## config.mk

```make
export PLATFORM = sky130hd
export DESIGN_NAME = jtag_cmd_bridge
export DESIGN_NICKNAME = d
export VERILOG_FILES = /design/src/rtl/jtag_cmd_bridge.sv
export SDC_FILE = /design/constraint.sdc
export NUM_CORES = 1
export LEC_CHECK = 0
export CAP_MARGIN = 10
export CELL_PAD_IN_SITES_DETAIL_PLACEMENT = 0
export CELL_PAD_IN_SITES_GLOBAL_PLACEMENT = 1
export CORE_MARGIN = 3
export CORE_UTILIZATION = 40
export DETAILED_ROUTE_END_ITERATION = 8
export PLACE_DENSITY = 0.74
export SLEW_MARGIN = 20
export SYNTH_ARGS = -nofsm -noshare
export SYNTH_HDL_FRONTEND = slang
export SYNTH_SLANG_ARGS = --single-unit
```

## constraint.sdc

```tcl
create_clock -name iCLK -period 1.75 [get_ports iCLK]
set_input_delay 0.175 -clock iCLK [delete_from_list [all_inputs] [get_ports iCLK]]
set_output_delay 0.175 -clock iCLK [all_outputs]
set_load 0.02 [all_outputs]
```

## src/rtl/jtag_cmd_bridge.sv

```systemverilog
// jtag_cmd_bridge: 6-byte frame decoder driving a 16-bit req/ack bus.
// Optional write-ack byte (0x06) enabled by defining JTAG_CMD_WACK_EN.
module jtag_cmd_bridge #(
  parameter int unsigned TIMEOUT = 1000000,
  parameter int unsigned ADDR_W  = 24
) (
  input  logic              iCLK,
  input  logic              iRST_n,
  input  logic [7:0]        iRxD_DATA,
  input  logic              iRxD_Ready,
  output logic [7:0]        oTxD_DATA,
  output logic              oTxD_Start,
  input  logic              iTxD_Done,
  output logic [ADDR_W-1:0] oADDR,
  output logic [15:0]       oWDATA,
  output logic              oWR,
  output logic              oRD,
  input  logic [15:0]       iRDATA,
  input  logic              iACK,
  output logic              oFrame_Err
);

  localparam logic [7:0] OP_WR = 8'h57;
  localparam logic [7:0] OP_RD = 8'h52;

  localparam int TW = (TIMEOUT > 1) ? $clog2(TIMEOUT) : 1;
  localparam logic [TW-1:0] TLAST =
    (TIMEOUT > 0) ? TW'(TIMEOUT - 1) : '0;

  typedef enum logic [2:0] {
    S_RX,
    S_REQ,
    S_WAIT,
    S_TX_HI,
    S_GAP_HI,
    S_TX_LO,
    S_GAP_END,
    S_TX_ACK
  } state_t;

  state_t state_q, state_d;

  logic [2:0]        cnt_q, cnt_d;
  logic [TW-1:0]     tcnt_q, tcnt_d;
  logic              is_rd_q, is_rd_d;
  logic [ADDR_W-1:0] addr_q, addr_d;
  logic [15:0]       wdata_q, wdata_d;
  logic [7:0]        rlo_q, rlo_d;
  logic              gap_q, gap_d;

  logic [ADDR_W-1:0] oaddr_q, oaddr_d;
  logic [15:0]       owdata_q, owdata_d;
  logic              wr_q, wr_d;
  logic              rd_q, rd_d;
  logic [7:0]        txd_q, txd_d;
  logic              txs_q, txs_d;
  logic              err_q, err_d;

  // State and datapath registers; reset clears request and TX at once.
  always_ff @(posedge iCLK or negedge iRST_n) begin
    if (!iRST_n) begin
      state_q  <= S_RX;
      cnt_q    <= '0;
      tcnt_q   <= '0;
      is_rd_q  <= 1'b0;
      addr_q   <= '0;
      wdata_q  <= '0;
      rlo_q    <= '0;
      gap_q    <= 1'b0;
      oaddr_q  <= '0;
      owdata_q <= '0;
      wr_q     <= 1'b0;
      rd_q     <= 1'b0;
      txd_q    <= '0;
      txs_q    <= 1'b0;
      err_q    <= 1'b0;
    end else begin
      state_q  <= state_d;
      cnt_q    <= cnt_d;
      tcnt_q   <= tcnt_d;
      is_rd_q  <= is_rd_d;
      addr_q   <= addr_d;
      wdata_q  <= wdata_d;
      rlo_q    <= rlo_d;
      gap_q    <= gap_d;
      oaddr_q  <= oaddr_d;
      owdata_q <= owdata_d;
      wr_q     <= wr_d;
      rd_q     <= rd_d;
      txd_q    <= txd_d;
      txs_q    <= txs_d;
      err_q    <= err_d;
    end
  end

  // Next-state: frame assembly, bus request and byte transmit sequencing.
  always_comb begin
    state_d  = state_q;
    cnt_d    = cnt_q;
    tcnt_d   = tcnt_q;
    is_rd_d  = is_rd_q;
    addr_d   = addr_q;
    wdata_d  = wdata_q;
    rlo_d    = rlo_q;
    gap_d    = gap_q;
    oaddr_d  = oaddr_q;
    owdata_d = owdata_q;
    wr_d     = wr_q;
    rd_d     = rd_q;
    txd_d    = txd_q;
    txs_d    = txs_q;
    err_d    = 1'b0;

    unique case (state_q)
      S_RX: begin
        if (iRxD_Ready) begin
          tcnt_d = '0;
          if (cnt_q == 3'd0) begin
            if (iRxD_DATA == OP_WR || iRxD_DATA == OP_RD) begin
              is_rd_d = (iRxD_DATA == OP_RD);
              cnt_d   = 3'd1;
            end else begin
              err_d = 1'b1;
            end
          end else if (cnt_q <= 3'd3) begin
            addr_d = {addr_q[ADDR_W-9:0], iRxD_DATA};
            cnt_d  = cnt_q + 3'd1;
          end else begin
            wdata_d = {wdata_q[7:0], iRxD_DATA};
            if (cnt_q == 3'd5) begin
              cnt_d   = 3'd0;
              state_d = S_REQ;
            end else begin
              cnt_d = cnt_q + 3'd1;
            end
          end
        end else if (TIMEOUT > 0 && cnt_q != 3'd0) begin
          if (tcnt_q == TLAST) begin
            tcnt_d = '0;
            cnt_d  = 3'd0;
            err_d  = 1'b1;
          end else begin
            tcnt_d = tcnt_q + 1'b1;
          end
        end
      end

      S_REQ: begin
        oaddr_d  = addr_q;
        owdata_d = wdata_q;
        wr_d     = !is_rd_q;
        rd_d     = is_rd_q;
        state_d  = S_WAIT;
      end

      S_WAIT: begin
        if (iACK && (wr_q || rd_q)) begin
          wr_d = 1'b0;
          rd_d = 1'b0;
          if (rd_q) begin
            rlo_d   = iRDATA[7:0];
            txd_d   = iRDATA[15:8];
            txs_d   = 1'b1;
            state_d = S_TX_HI;
          end else begin
`ifdef JTAG_CMD_WACK_EN
            txd_d   = 8'h06;
            txs_d   = 1'b1;
            state_d = S_TX_ACK;
`else
            state_d = S_RX;
`endif
          end
        end
      end

      S_TX_HI: begin
        if (iTxD_Done) begin
          txs_d   = 1'b0;
          gap_d   = 1'b0;
          state_d = S_GAP_HI;
        end
      end

      S_GAP_HI: begin
        if (gap_q) begin
          txd_d   = rlo_q;
          txs_d   = 1'b1;
          state_d = S_TX_LO;
        end else begin
          gap_d = 1'b1;
        end
      end

      S_TX_LO, S_TX_ACK: begin
        if (iTxD_Done) begin
          txs_d   = 1'b0;
          gap_d   = 1'b0;
          state_d = S_GAP_END;
        end
      end

      S_GAP_END: begin
        if (gap_q) begin
          state_d = S_RX;
        end else begin
          gap_d = 1'b1;
        end
      end

      default: state_d = S_RX;
    endcase
  end

  assign oTxD_DATA  = txd_q;
  assign oTxD_Start = txs_q;
  assign oADDR      = oaddr_q;
  assign oWDATA     = owdata_q;
  assign oWR        = wr_q;
  assign oRD        = rd_q;
  assign oFrame_Err = err_q;

endmodule

```

==> flow_summary_export.csv, run 1 <==
group,metric,value,unit
run_status,outcome,"finished with violations",
run_status,violations,"negative setup slack",
final_layout,n_antenna_cell,0,
hold_path,hold_class,"input port to asynchronous set/reset pin",
timing,tightest_slew,411,ps
yosys,synthFlopType,"dfrtp_1",
final_layout,drive_gt1_frac,0.399,
critical_path,reg2reg_setup_slack,-140,ps
yosys,ys_ff_latch,128,
final_layout,final_nets,635,
timing,period_needed,1890,ps
floorplanning,boundaryPins,81,
yosys,synth-edff-count,0,
yosys,synthMuxAreaShare,0.195,
floorplanning,fp.dieH,124,µm
timing,finClkSkew,8.33,ps
drt,routedWlPerCell,16.8,µm
final_layout,fin_cells,793,
critical_path,path_max_fanout,8,
floorplanning,die-area,15400,µm²
yosys,synthAdderAreaFrac,0.00448,
yosys,synth_area,5580,µm²
critical_path,endpoint_kind,"flop",
place,placed_cells,746,
yosys,ys_async_sr_fraction,1.00,
yosys,synth_compound_area_frac,0.0923,
yosys,netlist_instances,442,
floorplanning,initial_core_util,0.415,
global_route,track_usage,0.177,
critical_path,r2r-start,"tcnt_q[14]",
clock_tree,cts_tree,"done",
flow_run,cap_violations,0,
drt,drt_wl_total,13300,µm
yosys,synth_xor_area_frac,0.00157,
yosys,post_synth.cell_area_avg,12.6,µm²
place,place_hpwl,8570,µm
global_route,grt_pass1_vias,4159,
final_layout,area_growth,47.3,%
timing,hold_slack,210,ps
critical_path,cpMaxStageDelayCell,"or4_1",
power_and_ir_drop,leakage,3.61,nW
place,port_buffers,80,
final_layout,final_core_util,0.611,
critical_path,worst-setup-path-type,"flop to flop",
critical_path,arrival,2230,ps
critical_path,startpoint_type,"flop",
place,finalWeightedCongestion,0.845,
timing,grt_setup_unrepaired,"yes",
place,pre_cts_ws,-218,ps
yosys,synth_top_family_by_area,"multiplexers",
clock_tree,clkLatencyLatePin,420,ps
power_and_ir_drop,power.density,1880,nW/µm²
timing,max_freq,529,MHz
drt,viasPerCell,5.17,
clock_tree,cts_htree_levels,4,
power_and_ir_drop,peakVddDrop,0.853,mV
timing,hold_violations,0,
yosys,yosysWarnings,0,
timing,layout_setup_ws,-142,ps
yosys,synth_nets,473,
critical_path,r2r-end,"tcnt_q[13]",
clock_tree,clk_pin_slew,60,ps
drt,drt_iter0_markers,244,
timing,min_period_over_period,1.08,
yosys,synth-simple-area-share,0.109,
critical_path,worstPathCellList,"or3b_4, nor4_4, buf_6, a21o_4, buf_6, or4_1, o21ai_1",
floorplanning,core,13500,µm²
floorplanning,rows,42,
floorplanning,die_width,124,µm
clock_tree,cts_max_path_buffers,2,
critical_path,worst_path_most_repeated_cell,"buf_6",
global_route,grt_overflow_total,0,
yosys,ys_types,56,
yosys,synth_seq_area_share,0.574,
clock_tree,numCtsBuffers,17,
critical_path,rr_worst_depth,7,
global_route,grt_pass1_wl,21000,µm
drt,num_vias,4098,
clock_tree,clock_sinks,128,
timing,slew_violations,0,
timing,slew_headroom,0.724,
drt,ant_nets,0,
timing,setup_viol_count_final,33,
global_route,grt_start_max_net_pins,54,
critical_path,required,2090,ps
drt,drc_errors,0,
clock_tree,root_buffer,"clkbuf_16",
global_route,antenna_found_initial,0,
critical_path,cpPeakStageDelay,520,ps
drt,firstDrtPassIters,4,
final cells by class:
class	instances	area, µm²
Clock buffer	19	443
Clock inverter	13	209
Fill cell	1067	5230
Inverter	9	33.8
Multi-Input combinational cell	288	2590
Sequential cell	128	3200
Tap cell	176	220
Timing Repair Buffer	160	1530
flip-flops by register name, indices dropped and copies added (netlist names), 2 cells and up, named ones only:
name,cells
addr_q,24
cnt_q,3
oADDR,24
oTxD_DATA,8
oWDATA,16
rlo_q,8
state_q,2
tcnt_q,20
wdata_q,16
placed cells by master (no fill, tap or decap), types with 4 or more instances in the layout:
cell type,n
mux2_4,29
buf_12,5
nand2_1,29
buf_6,11
nor2_1,24
buf_4,63
o21ai_0,18
dfrtp_1,128
clkbuf_16,17
bufinv_16,5
inv_1,9
a21o_1,6
a22o_1,11
mux2i_1,10
o21ai_2,6
o21ai_1,6
mux2_2,59
nor3_1,4
clkdlybuf4s50_1,79
nand3_1,15
routing by layer:
metal | vias up | track usage | wire length (µm)
met3 | 10 | 0.0481 | 483
met2 | 74 | 0.277 | 6580
met4 | 0 | 0.0493 | 138
met1 | 2069 | 0.243 | 6090
met5 | - | 0 | 0
li1 | 1945 | - | -
kinds of logic (layout without fill, tap and decap cells):
family | count (synthesis) | in the layout
adders and majority gates | 2 | 2
buffers and inverters | 28 | 201
AOI/OAI and AO/OA | 74 | 75
xor gates and xnor gates | 1 | 1
and+or+nand+nor | 111 | 112
DFF | 128 | 128
muxes | 98 | 98
worst max-delay path by stage:
stage,from,slack (ps),end,cells past startpoint
2_1_floorplan,flop,-60,wdata_q[10],5
3_3_place_gp,tcnt_q[13],-130,tcnt_q[10],6
3_5_place_dp,tcnt_q[13],-220,tcnt_q[13],6
4_1_cts,tcnt_q[13],-180,tcnt_q[15],6
5_1_grt,tcnt_q[13],-210,tcnt_q[6],6
6_report,tcnt_q[14],-140,tcnt_q[13],7
critical path, delay by kind of cell, from the launching register on:
| kind | cells | cell delay [ps] |
|---|---|---|
| simple gates | 3 | 810 |
| buf+inv | 2 | 270 |
| compound gates | 2 | 360 |
| flops | 1 | 380 |
synthesized netlist by cell type (3+ instances only):
| cell type | count | area share |
|---|---|---|
| dfrtp_1 | 128 | 0.57 |
| mux2_2 | 83 | 0.17 |
| nand2_1 | 32 | 0.022 |
| nor2_1 | 24 | 0.016 |
| o21ai_0 | 22 | 0.020 |
| nand3_1 | 18 | 0.016 |
| a22o_1 | 11 | 0.017 |
| buf_2 | 11 | 0.0099 |
| mux2i_1 | 10 | 0.018 |
| inv_1 | 9 | 0.0060 |
| o21ai_1 | 8 | 0.0072 |
| a21o_1 | 6 | 0.0081 |
| a21oi_1 | 5 | 0.0045 |
| clkbuf_1 | 5 | 0.0034 |
| mux2_1 | 5 | 0.010 |
| nor3_1 | 5 | 0.0045 |
| a31oi_1 | 4 | 0.0045 |
| nand2b_1 | 3 | 0.0034 |
| nand4_1 | 3 | 0.0034 |
per-stage QoR:
step | power (mW) | TNS [ps] | area, µm²
after detailed placement | 10.7 | -7090 | 7100
after CTS | 15.2 | -5160 | 8060
after global placement | 10.6 | -4970 | 7100
final | 15.4 | -2520 | 8220
after floorplan | 8.31 | -1540 | 5640
after global routing | 16.3 | -5340 | 8220
report_power, final:
part | switching, mW | internal, mW
Sequential | 0.821 | 4.21
Combinational | 2.87 | 3.63
Clock | 1.32 | 2.57
what timing repair did:
action	in CTS	in global routing
endpoints found under the hold margin	24	0
setup endpoints to repair	63	74
pin swaps	4	17
hold buffers	1	0
resized for setup	40	38
cloned	4	1
buffers inserted	9	4
No activity file was read; power rests on OpenSTA's default activity.
==> run 2: changes to the inputs <==
- CORE_MARGIN: 3 -> 2
==> flow_summary_export.csv, run 2 (synthesis gave the netlist of run 1 again) <==
group,metric,value,unit
run_status,outcome,"finished with violations",
run_status,violations,"negative setup slack",
floorplanning,boundaryPins,81,
drt,ant_nets,0,
timing,max_freq,509,MHz
global_route,antenna_found_initial,0,
place,place_hpwl,8640,µm
floorplanning,core,13800,µm²
drt,viasPerCell,5.03,
critical_path,reg2reg_setup_slack,-220,ps
flow_run,cap_violations,0,
critical_path,cpMaxStageDelayCell,"or4_4",
critical_path,r2r-start,"tcnt_q[13]",
floorplanning,initial_core_util,0.405,
drt,wl_met2,6400,µm
global_route,grt_pass1_vias,4327,
critical_path,critical-path-top-delay-family,"simple AND/OR/NAND/NOR gates",
place,port_buffers,80,
critical_path,startpoint,"tcnt_q[13]",
timing,slew_violations,0,
timing,grt_setup_unrepaired,"yes",
drt,firstDrtPassIters,4,
final_layout,final_nets,648,
clock_tree,clock_sinks,128,
drt,drt_wl_total,13000,µm
power_and_ir_drop,peakVddDrop,0.723,mV
timing,slew_headroom,0.737,
power_and_ir_drop,power.density,1780,nW/µm²
power_and_ir_drop,leakage,3.63,nW
clock_tree,numCtsBuffers,17,
final_layout,register_area,3210,µm²
timing,period_needed,1970,ps
clock_tree,cts_tree,"done",
floorplanning,die_width,122,µm
critical_path,rr_worst_depth,7,
floorplanning,fp.dieH,122,µm
drt,met3_length,522,µm
timing,setup_viol_count_final,34,
drt,num_vias,4070,
timing,layout_setup_ws,-216,ps
hold_path,hold_class,"input port to asynchronous set/reset pin",
final_layout,fin_cells,809,
critical_path,worst-setup-path-type,"flop to flop",
final_layout,area_growth,47.2,%
clock_tree,root_buffer,"clkbuf_16",
drt,routedWlPerCell,16.1,µm
critical_path,path_max_fanout,7,
clock_tree,clk_pin_slew,60,ps
global_route,grt_overflow_total,0,
clock_tree,cts_htree_levels,4,
critical_path,required,2040,ps
global_route,grt_pass1_wl,21600,µm
place,placed_cells,759,
critical_path,startpoint_type,"flop",
clock_tree,cts_max_path_buffers,2,
drt,wirelength_met1,5880,µm
drt,highest_layer,"met4",
critical_path,r2r-end,"cnt_q[0]",
place,finalWeightedCongestion,0.830,
final_layout,drive_gt1_frac,0.410,
floorplanning,die-area,14900,µm²
global_route,track_usage,0.187,
timing,finClkSkew,7.59,ps
final_layout,n_antenna_cell,0,
final_layout,fillers,1111,
critical_path,cpPeakStageDelay,550,ps
place,pre_cts_ws,-233,ps
global_route,grt_start_max_net_pins,53,
critical_path,worstPathCellList,"or4_4, nor4_4, a21oi_4, buf_12, buf_8, o21ai_2, o31ai_2",
timing,tightest_slew,394,ps
final_layout,layout_commonest_cell,"dfrtp_1",
critical_path,endpoint_kind,"flop",
critical_path,arrival,2260,ps
clock_tree,clkLatencyLatePin,420,ps
critical_path,cp_num_buf_inv,2,
drt,drc_errors,0,
floorplanning,rows,43,
drt,drt_iter0_markers,177,
final_layout,multi_input_area,2520,µm²
final_layout,most-common-layout-cells,"dfrtp_1, clkdlybuf4s50_1, buf_4",
timing,hold_violations,0,
timing,min_period_over_period,1.12,
[run 2: cell count changes in the layout (fill, tap and decap cells not counted), moves of 3 or more]
cell       before  now
buf_4          63   75
bufinv_16       5    0
o21ai_1         6   10
a21oi_2         2    5
buf_12          5    8
o21ai_0        18   15
[run 2: through the flow]
step | setup TNS [ps] | util | total power, mW | hold slack (ps) | instance area (µm²)
finish | -3790 | 0.597 | 14.7 | 186 | 8220
detailed placement | -7720 | 0.522 | 10.8 | 68.2 | 7190
CTS | -4320 | 0.584 | 14.5 | 182 | 8040
floorplan | -1540 | - | 8.31 | -121 | 5640
global placement | -6430 | 0.522 | 10.6 | 62.5 | 7190
global route | -6240 | 0.597 | 15.6 | 193 | 8220
[run 2: how the worst max path moves through the flow]
stage                        endpoint  slack [ps]  cells after the start
final                        cnt_q[0]        -220                      7
after floorplan           wdata_q[10]         -60                      5
after CTS                  tcnt_q[14]        -200                      7
after detailed placement   tcnt_q[13]        -230                      7
after global placement       cnt_q[0]        -190                      7
after global routing         cnt_q[0]        -280                      7
[run 2: final cells by class]
type                            count  share of cell area
Clock inverter                      9             0.00746
Multi-Input combinational cell    286               0.307
Sequential cell                   128               0.390
Timing Repair Buffer              175               0.206
Inverter                            9             0.00411
Tap cell                          180              0.0274
Clock buffer                       22              0.0577
[run 2: worst reg2reg max path: stages, from the launching register on]
cell     delay (ps)
dfrtp_1         380
or4_4           550
nor4_4          270
a21oi_4         160
buf_12          160
buf_8           120
o21ai_2         120
o31ai_2          80
[run 2: what timing repair did]
item | CTS | global route
hold buffers | 1 | 0
setup buffers | 10 | 7
setup endpoints to repair | 63 | 73
pin swaps | 7 | 15
resized for setup | 37 | 42
endpoints found under the hold margin | 106 | 0
cloned | 3 | 0
[run 2: power breakdown]
| part | internal (mW) | total (mW) | switching [mW] | leakage, nW |
|---|---|---|---|---|
| sequential | 4.21 | 5.03 | 0.821 | 1.60 |
| clock | 1.91 | 3.16 | 1.26 | 0.262 |
| combinational | 3.65 | 6.46 | 2.81 | 1.78 |
| total | 9.77 | 14.7 | 4.89 | 3.63 |
[run 2: layer usage]
layer / vias to the layer above / track usage
met3: 22 / 0.0520
met4: 0 / 0.0682
met1: 2033 / 0.242
met2: 68 / 0.302
met5: - / 0
li1: 1947 / -
==> run 3: changes to the inputs <==
- CTS_BUF_LIST: not set -> sky130_fd_sc_hd__clkbuf_16
==> flow_summary_export.csv, run 3 (synthesis gave the netlist of run 1 again) <==
group,metric,value,unit
critical_path,path_max_fanout,7,
floorplanning,initial_core_util,0.405,
drt,drc_errors,0,
place,finalWeightedCongestion,0.830,
final_layout,area_growth,46.7,%
timing,grt_setup_unrepaired,"yes",
clock_tree,clkLatencyLatePin,420,ps
floorplanning,core,13800,µm²
final_layout,fillers,1110,
drt,viasPerCell,5.05,
place,place_hpwl,8640,µm
power_and_ir_drop,pwr-share-clk,0.208,
timing,min_period_over_period,1.12,
hold_path,hold_class,"input port to asynchronous set/reset pin",
floorplanning,boundaryPins,81,
critical_path,arrival,2260,ps
timing,slew_violations,0,
global_route,track_usage,0.184,
power_and_ir_drop,peakVddDrop,0.722,mV
floorplanning,die_width,122,µm
timing,tightest_slew,392,ps
drt,num_vias,4086,
timing,setup_viol_count_final,36,
critical_path,critical-path-top-delay-family,"simple AND/OR/NAND/NOR gates",
clock_tree,clk_pin_slew,60,ps
timing,layout_setup_ws,-214,ps
floorplanning,rows,43,
drt,routedWlPerCell,15.9,µm
power_and_ir_drop,leakage,3.63,nW
clock_tree,clock_sinks,128,
final_layout,most-common-layout-cells,"dfrtp_1, clkdlybuf4s50_1, buf_4",
timing,period_needed,1960,ps
timing,hold_violations,0,
critical_path,cpPeakStageDelay,550,ps
drt,firstDrtPassIters,4,
timing,hold_slack,184,ps
floorplanning,die-area,14900,µm²
drt,drt_iter0_markers,171,
place,placed_cells,759,
critical_path,worst-setup-path-type,"flop to flop",
clock_tree,cts_max_path_buffers,2,
flow_run,cap_violations,0,
global_route,grt_start_max_net_pins,53,
power_and_ir_drop,power.density,1770,nW/µm²
global_route,grt_pass1_vias,4316,
timing,slew_headroom,0.738,
timing,tns,-3780,ps
critical_path,cp_num_buf_inv,2,
final_layout,drive_gt1_frac,0.405,
power_and_ir_drop,power.internal,9.62,mW
power_and_ir_drop,combinationalPowerShare,0.445,
global_route,grt_pass1_wl,21300,µm
power_and_ir_drop,p_switching,4.86,mW
global_route,grt_overflow_total,0,
final_layout,final_nets,648,
critical_path,endpoint_kind,"flop",
final_layout,n_antenna_cell,0,
critical_path,startpoint_type,"flop",
global_route,antenna_found_initial,0,
clock_tree,cts_tree,"done",
final_layout,layout_commonest_cell,"dfrtp_1",
drt,ant_nets,0,
place,port_buffers,80,
timing,max_freq,509,MHz
power_and_ir_drop,switching_share,0.335,
critical_path,cpMaxStageDelayCell,"or4_4",
timing,finClkSkew,7.60,ps
final_layout,fin_cells,809,
clock_tree,numCtsBuffers,17,
clock_tree,cts_htree_levels,4,
power_and_ir_drop,seqPwrFrac,0.347,
drt,drt_wl_total,12900,µm
run_status,outcome,"finished with violations",
critical_path,required,2040,ps
run_status,violations,"negative setup slack",
critical_path,worstPathCellList,"or4_4, nor4_4, a21oi_4, buf_12, buf_8, o21ai_2, o31ai_2",
clock_tree,root_buffer,"clkbuf_16",
floorplanning,fp.dieH,122,µm
[run 3: changes by cell type in the layout (fill, tap and decap cells not counted)]
cell	previous run	this run
inv_1	9	11
clkinv_1	0	3
clkbuf_1	2	0
clkbuf_8	3	0
[run 3: metal layers]
| metal | routed length (µm) | part of all wire | GRT usage |
|---|---|---|---|
| met1 | 5770 | 0.45 | 0.240 |
| met2 | 6260 | 0.49 | 0.293 |
| met3 | 586 | 0.046 | 0.0520 |
| met4 | 227 | 0.018 | 0.0682 |
| met5 | 0 | 0 | 0 |
[run 3: final timing paths]
path | to | slack, ps | cells past startpoint | from
worst max-delay path | cnt_q[0] | -210 | 7 | tcnt_q[13]
worst min-delay path | addr_q[20] | 180 | 2 | iRST_n
worst max register to register | cnt_q[0] | -210 | 7 | tcnt_q[13]
worst min register to register | oTxD_DATA[3] | 480 | 2 | oTxD_DATA[3]
max in group asynchronous | tcnt_q[7] | 960 | 3 | iRST_n
min in group iCLK | rlo_q[7] | 380 | 2 | iRDATA[7]
[run 3: layout make-up]
type / instances / area (µm²) / area share
tap: 180 / 225 / 0.0275
multi-input combinational: 286 / 2520 / 0.308
clock inverter: 14 / 80.1 / 0.00978
clock buffer: 17 / 425 / 0.0519
timing repair buffer: 175 / 1700 / 0.207
inverter: 9 / 33.8 / 0.00412
sequential: 128 / 3210 / 0.391
[run 3: timing repair]
action	CTS	global route
hold endpoints to repair	106	0
gates cloned	3	0
buffers inserted	10	7
setup endpoints to repair	63	73
hold buffers	1	0
pin swaps	7	15
resized for setup	37	42
[run 3: metrics by stage]
step                      worst slack, ps   util  instance area (µm²)  power, mW
final                                -214  0.595                 8190       14.5
after floorplan                     -63.2      -                 5640       8.31
after global routing                 -284  0.595                 8190       15.4
after CTS                            -198  0.581                 8010       14.4
after global placement               -187  0.522                 7190       10.6
after detailed placement             -233  0.522                 7190       10.8
[run 3: power groups by stage]
| stage | registers [mW] | clock network (mW) | logic [mW] |
|---|---|---|---|
| final | 5.02 | 3.02 | 6.45 |
| after global routing | 5.19 | 3.23 | 6.96 |
| after CTS | 5.00 | 3.09 | 6.28 |
| after detailed placement | 5.04 | 0 | 5.75 |
| after global placement | 4.96 | 0 | 5.64 |
| after floorplan | 5.51 | 0 | 2.80 |
